$ cat src/rtl/cpu_pkg.sv
// Shared constants and types for the fetch stage of the single-cycle MIPS datapath.
// Latency: none (declarations only).
// Backpressure: none (declarations only).
package cpu_pkg;

   localparam int PC_W = 32;

   // Default reset vector; it must stay word aligned.
   localparam logic [PC_W-1:0] RESET_PC_DEFAULT = 32'h0000_0000;

   // RUN fetches normally. HALT freezes the PC, and only reset leaves it.
   typedef enum logic {
      RUN  = 1'b0,
      HALT = 1'b1
   } pc_state_t;

endpackage : cpu_pkg

$ cat src/rtl/adder32.sv
// 32-bit modulo adder; the carry out of bit 31 is dropped.
// Latency: combinational, zero cycles.
// Backpressure: none (pure datapath).
module adder32
   import cpu_pkg::*;
(
   input  logic [PC_W-1:0] a,
   input  logic [PC_W-1:0] b,
   output logic [PC_W-1:0] sum
);

   // Wraps modulo 2^32 because the result is truncated to PC_W bits.
   assign sum = a + b;

endmodule : adder32

$ cat src/rtl/pc_next_unit.sv
// Program-counter register with next-PC select (jump > branch > pc+4), run/halt FSM and fetch counter.
// Latency: the next-PC selected in cycle N appears on pc after the next rising edge; pc_plus4 is combinational from pc.
// Backpressure: stall freezes pc and the counter and masks halt_req; HALT freezes everything until reset.
module pc_next_unit
   import cpu_pkg::*;
#(
   parameter logic [PC_W-1:0] RESET_PC = RESET_PC_DEFAULT,
   parameter int              CNT_W    = 32
) (
   input  logic              clk,
   input  logic              reset,
   input  logic [PC_W-1:0]   shifted_offset,
   input  logic [25:0]       jump_index,
   input  logic              branch_taken,
   input  logic              jump,
   input  logic              stall,
   input  logic              halt_req,
   output logic [PC_W-1:0]   pc,
   output logic [PC_W-1:0]   pc_plus4,
   output logic              halted,
   output logic [CNT_W-1:0]  fetch_count
);

   pc_state_t        state_q;
   pc_state_t        state_d;
   logic             pc_load;
   logic [PC_W-1:0]  branch_target;
   logic [PC_W-1:0]  jump_target;
   logic [PC_W-1:0]  next_pc;

   adder32 u_inc (
      .a   (pc),
      .b   (32'h0000_0004),
      .sum (pc_plus4)
   );

   adder32 u_branch (
      .a   (pc_plus4),
      .b   (shifted_offset),
      .sum (branch_target)
   );

   // The jump stays inside the current 256 MB region selected by pc_plus4[31:28].
   assign jump_target = {pc_plus4[31:28], jump_index, 2'b00};

   // Select the next PC: jump takes priority over branch, which takes priority over sequential.
   always_comb begin
      next_pc = pc_plus4;
      if (jump) begin
         next_pc = jump_target;
      end else if (branch_taken) begin
         next_pc = branch_target;
      end
   end

   // Next-state and load-enable logic: only an unstalled RUN cycle advances or accepts a halt.
   always_comb begin
      state_d = state_q;
      pc_load = 1'b0;
      if (state_q == RUN && !stall) begin
         pc_load = 1'b1;
         if (halt_req) begin
            state_d = HALT;
         end
      end
   end

   // State register.
   always_ff @(posedge clk or posedge reset) begin
      if (reset) begin
         state_q <= RUN;
      end else begin
         state_q <= state_d;
      end
   end

   // PC register; the low two bits are cleared on every load so a misaligned offset cannot leak in.
   always_ff @(posedge clk or posedge reset) begin
      if (reset) begin
         pc <= RESET_PC;
      end else if (pc_load) begin
         pc <= {next_pc[PC_W-1:2], 2'b00};
      end
   end

   // Fetch counter: one count per PC load, wrapping from all-ones to zero.
   always_ff @(posedge clk or posedge reset) begin
      if (reset) begin
         fetch_count <= '0;
      end else if (pc_load) begin
         fetch_count <= fetch_count + CNT_W'(1);
      end
   end

   assign halted = (state_q == HALT);

endmodule : pc_next_unit

$ cat config.mk
export PLATFORM = sky130hd
export DESIGN_NAME = pc_next_unit
export DESIGN_NICKNAME = d
export VERILOG_FILES = /design/src/rtl/cpu_pkg.sv /design/src/rtl/adder32.sv /design/src/rtl/pc_next_unit.sv
export SDC_FILE = /design/constraint.sdc
export NUM_CORES = 1
export LEC_CHECK = 0
export ABC_CLOCK_PERIOD_IN_PS = 3700
export CELL_PAD_IN_SITES_DETAIL_PLACEMENT = 1
export CELL_PAD_IN_SITES_GLOBAL_PLACEMENT = 1
export CORE_ASPECT_RATIO = 0.75
export CORE_MARGIN = 2
export CORE_UTILIZATION = 30
export CTS_CLUSTER_DIAMETER = 200
export DETAILED_ROUTE_END_ITERATION = 6
export MAX_ROUTING_LAYER = met4
export PLACE_DENSITY_LB_ADDON = 0.2
export SYNTH_ARGS = -nofsm -noshare
export SYNTH_HDL_FRONTEND = slang
export SYNTH_SLANG_ARGS = --single-unit
$ cat constraint.sdc
create_clock -name clk -period 3.7 [get_ports clk]
set_clock_uncertainty 0.15 [all_clocks]
set_input_delay 0.925 -clock clk [delete_from_list [all_inputs] [get_ports clk]]
set_output_delay 0.925 -clock clk [all_outputs]
set_load 0.02 [all_outputs]
Word-level counts from Yosys, hierarchy flattened
Index checks and enable logic that the tools add are counted.
{"block": "totals", "ram_bits": 0, "rom_bits": 0, "n_memories": 0, "register_bits": 63, "latchBits": 0, "inputBits": 64, "out_inout_bits": 97}
{"block": "classes", "n_mul": 0, "div": 0, "mux": 3, "n_bitwise": 1, "addsub": 3, "n_eq_ne": 0, "reduce_logical": 3, "n_shift": 0, "order_cmp": 0}
{"cell": "two-way mux 32 bit", "n": 2}
{"cell": "adder 32 x 1 -> 32 bit (second input constant)", "n": 1}
{"cell": "adder 32 x 3 -> 32 bit (second input constant)", "n": 1}
{"cell": "adder 32 bit", "n": 1}
{"cell": "AND reduction 2 bit", "n": 1}
{"cell": "logical AND 1 bit", "n": 1}
{"cell": "logical NOT 1 bit", "n": 1}
{"cell": "two-way mux 1 bit", "n": 1}
{"cell": "inverter 1 bit", "n": 1}

Longest topological paths before layout
{"block": "depth", "depth_word": 4, "mapped_depth": 17, "ltp_nobuf": 16}

Cells and area by module
Synthesis repeated with hierarchy kept, for this count alone.
{"block": "hier_totals", "cells_unflattened": 810, "area_unflattened_um2": 6657.6}
{"module": "adder32", "area_each_um2": 1744.2, "instances": 2, "cells_each": 241, "seq_area_each_um2": 0.0}
{"module": "pc_next_unit", "area_each_um2": 3169.3, "instances": 1, "cells_each": 328, "seq_area_each_um2": 1576.5}

Worst setup path before layout
No wires, ideal clock.
{"block": "synth_timing", "path_type": "register to register", "startpoint": "register pc[3]", "endpoint": "register pc[31]", "arrival_ps": 3878, "n_path_buf": 1, "t_required_ps": 3446, "stages_incl_launch_ff": 18, "path_slack_ps": -432, "period_less_slack_ps": 4132, "setup_ps": 104, "cell_sequence": "dfrtp_1 > ha_1 > nand3_1 > nor2_1 > nand4_1 > inv_1 > nand3_1 > xnor2_1 > ha_1 > clkbuf_1 > a21oi_1 > o21ai_0 > nor4_1 > o41ai_1 > nor2_1 > a211oi_1 > o21ai_0 > o311ai_1"}
{"block": "synth_between", "elab_chain_len": 4}
{"item": "start: declaration", "line": "pc_next_unit.sv:18", "text": "output logic [PC_W-1:0] pc,"}
{"item": "start signal: assignment", "line": "pc_next_unit.sv:82", "text": "pc <= {next_pc[PC_W-1:2], 2'b00};"}
{"item": "adder 32 x 3 -> 32 bit", "line": "adder32.sv:13", "text": "assign sum = a + b;"}
{"item": "net pc_plus4[24]", "line": "pc_next_unit.sv:19", "text": "output logic [PC_W-1:0] pc_plus4,"}
{"item": "adder 32 bit", "line": "adder32.sv:13"}
{"item": "two-way mux 32 bit", "line": "pc_next_unit.sv:51", "text": "end else if (branch_taken) begin"}
{"item": "two-way mux 32 bit", "line": "pc_next_unit.sv:49", "text": "if (jump) begin"}
The timed path passes the listed nets, and every way through them passes these cells.
A chain may end at the register's enable or synchronous reset.

Worst setup path in the final report
{"block": "layout_timing", "startpoint": "register pc[2]", "endpoint": "register pc[31]"}
{"block": "layout_between", "elab_chain_len": 4}
{"item": "adder 32 x 3 -> 32 bit (*)", "line": "adder32.sv:13"}
{"item": "adder 32 bit", "line": "adder32.sv:13"}
{"item": "two-way mux 32 bit", "line": "pc_next_unit.sv:51"}
{"item": "two-way mux 32 bit (*)", "line": "pc_next_unit.sv:49"}
Mark *: on every way between the ends. The rest lies on a longest branch, timed or not.

==> parameters.txt <==
Parameter                              Value

Timing
  Shortest clock period the worst path allows after layout    3.68 ns
  Total negative slack for setup checks    0 ns
  Max Transition Viols Final    0
  Worst slew margin    0.611
  FMAX    272 MHz
  Transition at the pin with the smallest max-transition slack    0.584 ns
  Final clock period utilization by the worst path    0.995
  Final hold violations    0
  Setup violators final    0
  Setup ws final    0.0188 ns
  Setup repair after global routing missed its margin    yes

Worst setup path
  Startpoint kind of the worst setup timing path    flip-flop
  Delay of the slowest critical-path stage    0.51 ns
  CP required    3.77 ns
  R2r setup slk    0.02 ns
  Reg-to-reg critical path endpoint    pc[31]
  Most frequent CP cell    sky130_fd_sc_hd__and4_4
  Arr. time, crit path    3.75 ns
  Worst-path maximum fanout    6
  Sequence of cells on the critical path    ha_2, nand3_4, nor2_4, buf_6, nand3_1, xnor2_2, ha_1, and4_4, buf_4, a221oi_2, a211o_1, a2111o_1, and4_4, o21ai_1, o311ai_1
  CP Buf/Inv Count    2
  Worst Setup Path Type    reg2reg
  Cell count of the worst reg-to-reg path    15
  Cell type of the slowest stage on the worst timing path    sky130_fd_sc_hd__a2111o_1
  Cell depth of the worst setup path    15
  Gate family responsible for the most delay along the worst path    compound AO/OA/AOI/OAI gates
  Reg-to-Reg Start    pc[2]
  CP Launch Point    pc[2]
  Element type at the critical path end    flip-flop
  Crit path to    pc[31]

Synthesis
  Synth top area share    0.304
  Netlist area before placement    5180 um2
  Count of flip-flops with a built-in enable after synthesis    0
  Main area contributors after synthesis    sky130_fd_sc_hd__dfrtp_1 30%, sky130_fd_sc_hd__xnor2_1 9.6%, sky130_fd_sc_hd__ha_1 8.9%
  Most frequent cell after synthesis    sky130_fd_sc_hd__nand2_1
  Most common library cells after synthesis    69 x sky130_fd_sc_hd__nand2_1, 63 x sky130_fd_sc_hd__dfrtp_1, 57 x sky130_fd_sc_hd__xnor2_1, 54 x sky130_fd_sc_hd__nor2_1, 49 x sky130_fd_sc_hd__a21oi_1
  Seq cells post-synth    63
  Syn Area/Cell    8.34 um2
  Largest area contributor in the synthesized netlist    sky130_fd_sc_hd__dfrtp_1
  Fraction of the yosys area taken by sequential cells    0.304
  Warning count from the yosys run    0
  Top FF cell, synth    sky130_fd_sc_hd__dfrtp_1
  Number of cells produced by synthesis    621
  Number of different library cells in the post-synthesis netlist    62
  Fraction of registers with async set/reset    1.00

Global route
  Number of antenna violations at the first check in global routing    0
  Met2 usage in global routing    0.355
  Maximum number of pins on one net before global-route repair    64
  Total global-route track usage    0.232
  Final global-route overflow total    0
  Global routing usage on met3    0.0361
  GR peak layer    met2
  Global routing met1 resource utilization    0.326
  Via count of the first global-routing pass    6008
  First-pass GRT wire length    32700 um

CTS
  # H-tree levels    3
  Root Buffer    sky130_fd_sc_hd__clkbuf_16
  Inserted Clock Buffers    9
  Later-pin clock latency in the skew report    0.35 ns
  TritonCTS clock tree    done
  Longest Clk Path Bufs    2
  Hold-fix buffers at CTS    0
  Number of sinks handled by clock tree synthesis    63
  Clock Pin Slew Worst Setup and Hold Paths    0.06 ns

Power
  Switch Pwr    1940 uW
  Leakage    0.00367 uW
  Design internal power    2730 uW
  Worst-case vdd ir drop    0.000232 V
  Reg power frac    0.201
  Share of power burned in combinational logic    0.591
  Pwr Total    4670 uW
  Total power divided by cell area    558 nW/um2
  Power share of the clock group    0.209
  Sw Ratio    0.415

Cells and area
  Layout Nets    971
  Final Util    0.496
  Ratio of cells with drive above 1 in the final layout    0.231
  Final-layout fill cell count    1961
  Final cell area excluding filler cells    8370 um2
  Antenna fix cells    0
  Synthesis-to-layout area growth    61.5%

Route
  Mean routed wirelength per cell    19.0 um
  Remaining antenna violation count after routing    0
  Number of remaining DRC errors    0
  Via total after detailed routing    5752
  Vias per cell    5.28
  DRC violation total after the first TritonRoute iteration    267
  Post-detailed-routing wire length    20700 um
  Number of detailed-route iterations in the first pass    5

Hold path
  Hold WC Path Type    reg2reg

Placement
  Setup slack after placement    -0.366 ns
  Final weighted congestion of routability-driven global placement    0.867
  Placed cell area    7700 um2
  Buffers added on ports    154
  Detailed-placement wirelength estimate    15900 um

Floorplanning
  Effective utilization at floorplan    0.307
  Die extent in y    118 um
  DIE WIDTH    156 um
  Die area    18300 um2
  I/O pins    161
  Number of rows created at floorplan    41
  Total core area    16900 um2

Flow run
  Number of maximum-capacitance constraint violations    0

Run status
  Status    complete, no violations
-- flip-flops by register name (all words and copies together) (netlist names) --
signal       cells
fetch_count     32
halted           1
pc              30
-- cell families (layout without fill, tap and decap cells) --
group / Yosys count / after routing / synth area share
simple gates: 225 / 225 / 0.216
other cells: 1 / 4 / 0.000724
xor+xnor: 80 / 80 / 0.135
fa+ha+maj: 38 / 38 / 0.0932
mux: 5 / 5 / 0.00966
flops: 63 / 63 / 0.304
compound gates: 166 / 166 / 0.206
buf+inv: 43 / 293 / 0.0348
-- how the worst min path moves through the flow --
| stage | from | to | cells past startpoint |
|---|---|---|---|
| 3_3_place_gp | fetch_count[31] | fetch_count[31] | 1 |
| 6_report | fetch_count[31] | fetch_count[31] | 1 |
| 3_5_place_dp | fetch_count[31] | fetch_count[31] | 1 |
| 2_1_floorplan | fetch_count[31] | fetch_count[31] | 1 |
| 4_1_cts | fetch_count[31] | fetch_count[31] | 1 |
| 5_1_grt | fetch_count[31] | fetch_count[31] | 1 |
-- power groups by stage --
stage          clock, uW  sequential [uW]  combinational (uW)
2_1_floorplan          0             1080                1240
3_3_place_gp           0              927                2550
3_5_place_dp           0              934                2610
4_1_cts              981              928                2660
5_1_grt             1010              953                2980
6_report             973              937                2760
-- what timing repair did --
action | CTS | global route
setup endpoints to repair | 17 | 25
pin swaps | 4 | 29
endpoints found under the hold margin | 0 | 0
gates resized for setup | 30 | 57
buffers inserted | 1 | 8
-- worst register-to-register path: cells and delay by family, from the launching register on --
family	cells	cell delay, ns
AOI/OAI and AO/OA	5	1.22
buffers and inverters	2	0.28
and+or+nand+nor	5	0.88
xor gates and xnor gates	1	0.16
adders and majority gates	2	0.51
DFF	1	0.37
-- metal layers --
layer	wire length, um	up-vias
met2	9400	157
met1	10300	2834
met3	838	21
li1	-	2740
met4	212	0
met5	0	-
-- through the flow --
step | hold slack (ns) | std cells
after floorplan | 0.428 | 624
after global placement | 0.309 | 1064
after detailed placement | 0.332 | 1064
after CTS | 0.342 | 1081
after global routing | 0.353 | 1089
final | 0.333 | 1089
-- cell type report --
| cell class | count | area, um2 | share of cell area |
|---|---|---|---|
| timing repair buffer | 260 | 2350 | 0.280 |
| multi-input combinational | 518 | 3770 | 0.451 |
| tap | 215 | 269 | 0.0322 |
| inverter | 17 | 63.8 | 0.00763 |
| clock inverter | 6 | 92.6 | 0.0111 |
| clock buffer | 10 | 239 | 0.0286 |
| sequential | 63 | 1590 | 0.190 |
-- layout by cell type, fill, tap and decap left out, types with 18 or more instances in the layout --
cell	instances
sky130_fd_sc_hd__a21o_1	18
sky130_fd_sc_hd__a21oi_1	39
sky130_fd_sc_hd__buf_4	101
sky130_fd_sc_hd__clkdlybuf4s50_1	141
sky130_fd_sc_hd__dfrtp_1	56
sky130_fd_sc_hd__ha_1	32
sky130_fd_sc_hd__nand2_1	69
sky130_fd_sc_hd__nand3_1	29
sky130_fd_sc_hd__nand4_1	22
sky130_fd_sc_hd__nor2_1	45
sky130_fd_sc_hd__o21ai_0	34
sky130_fd_sc_hd__xnor2_1	48
sky130_fd_sc_hd__xor2_1	19
Note: power is estimated with default switching activity, not from simulation.
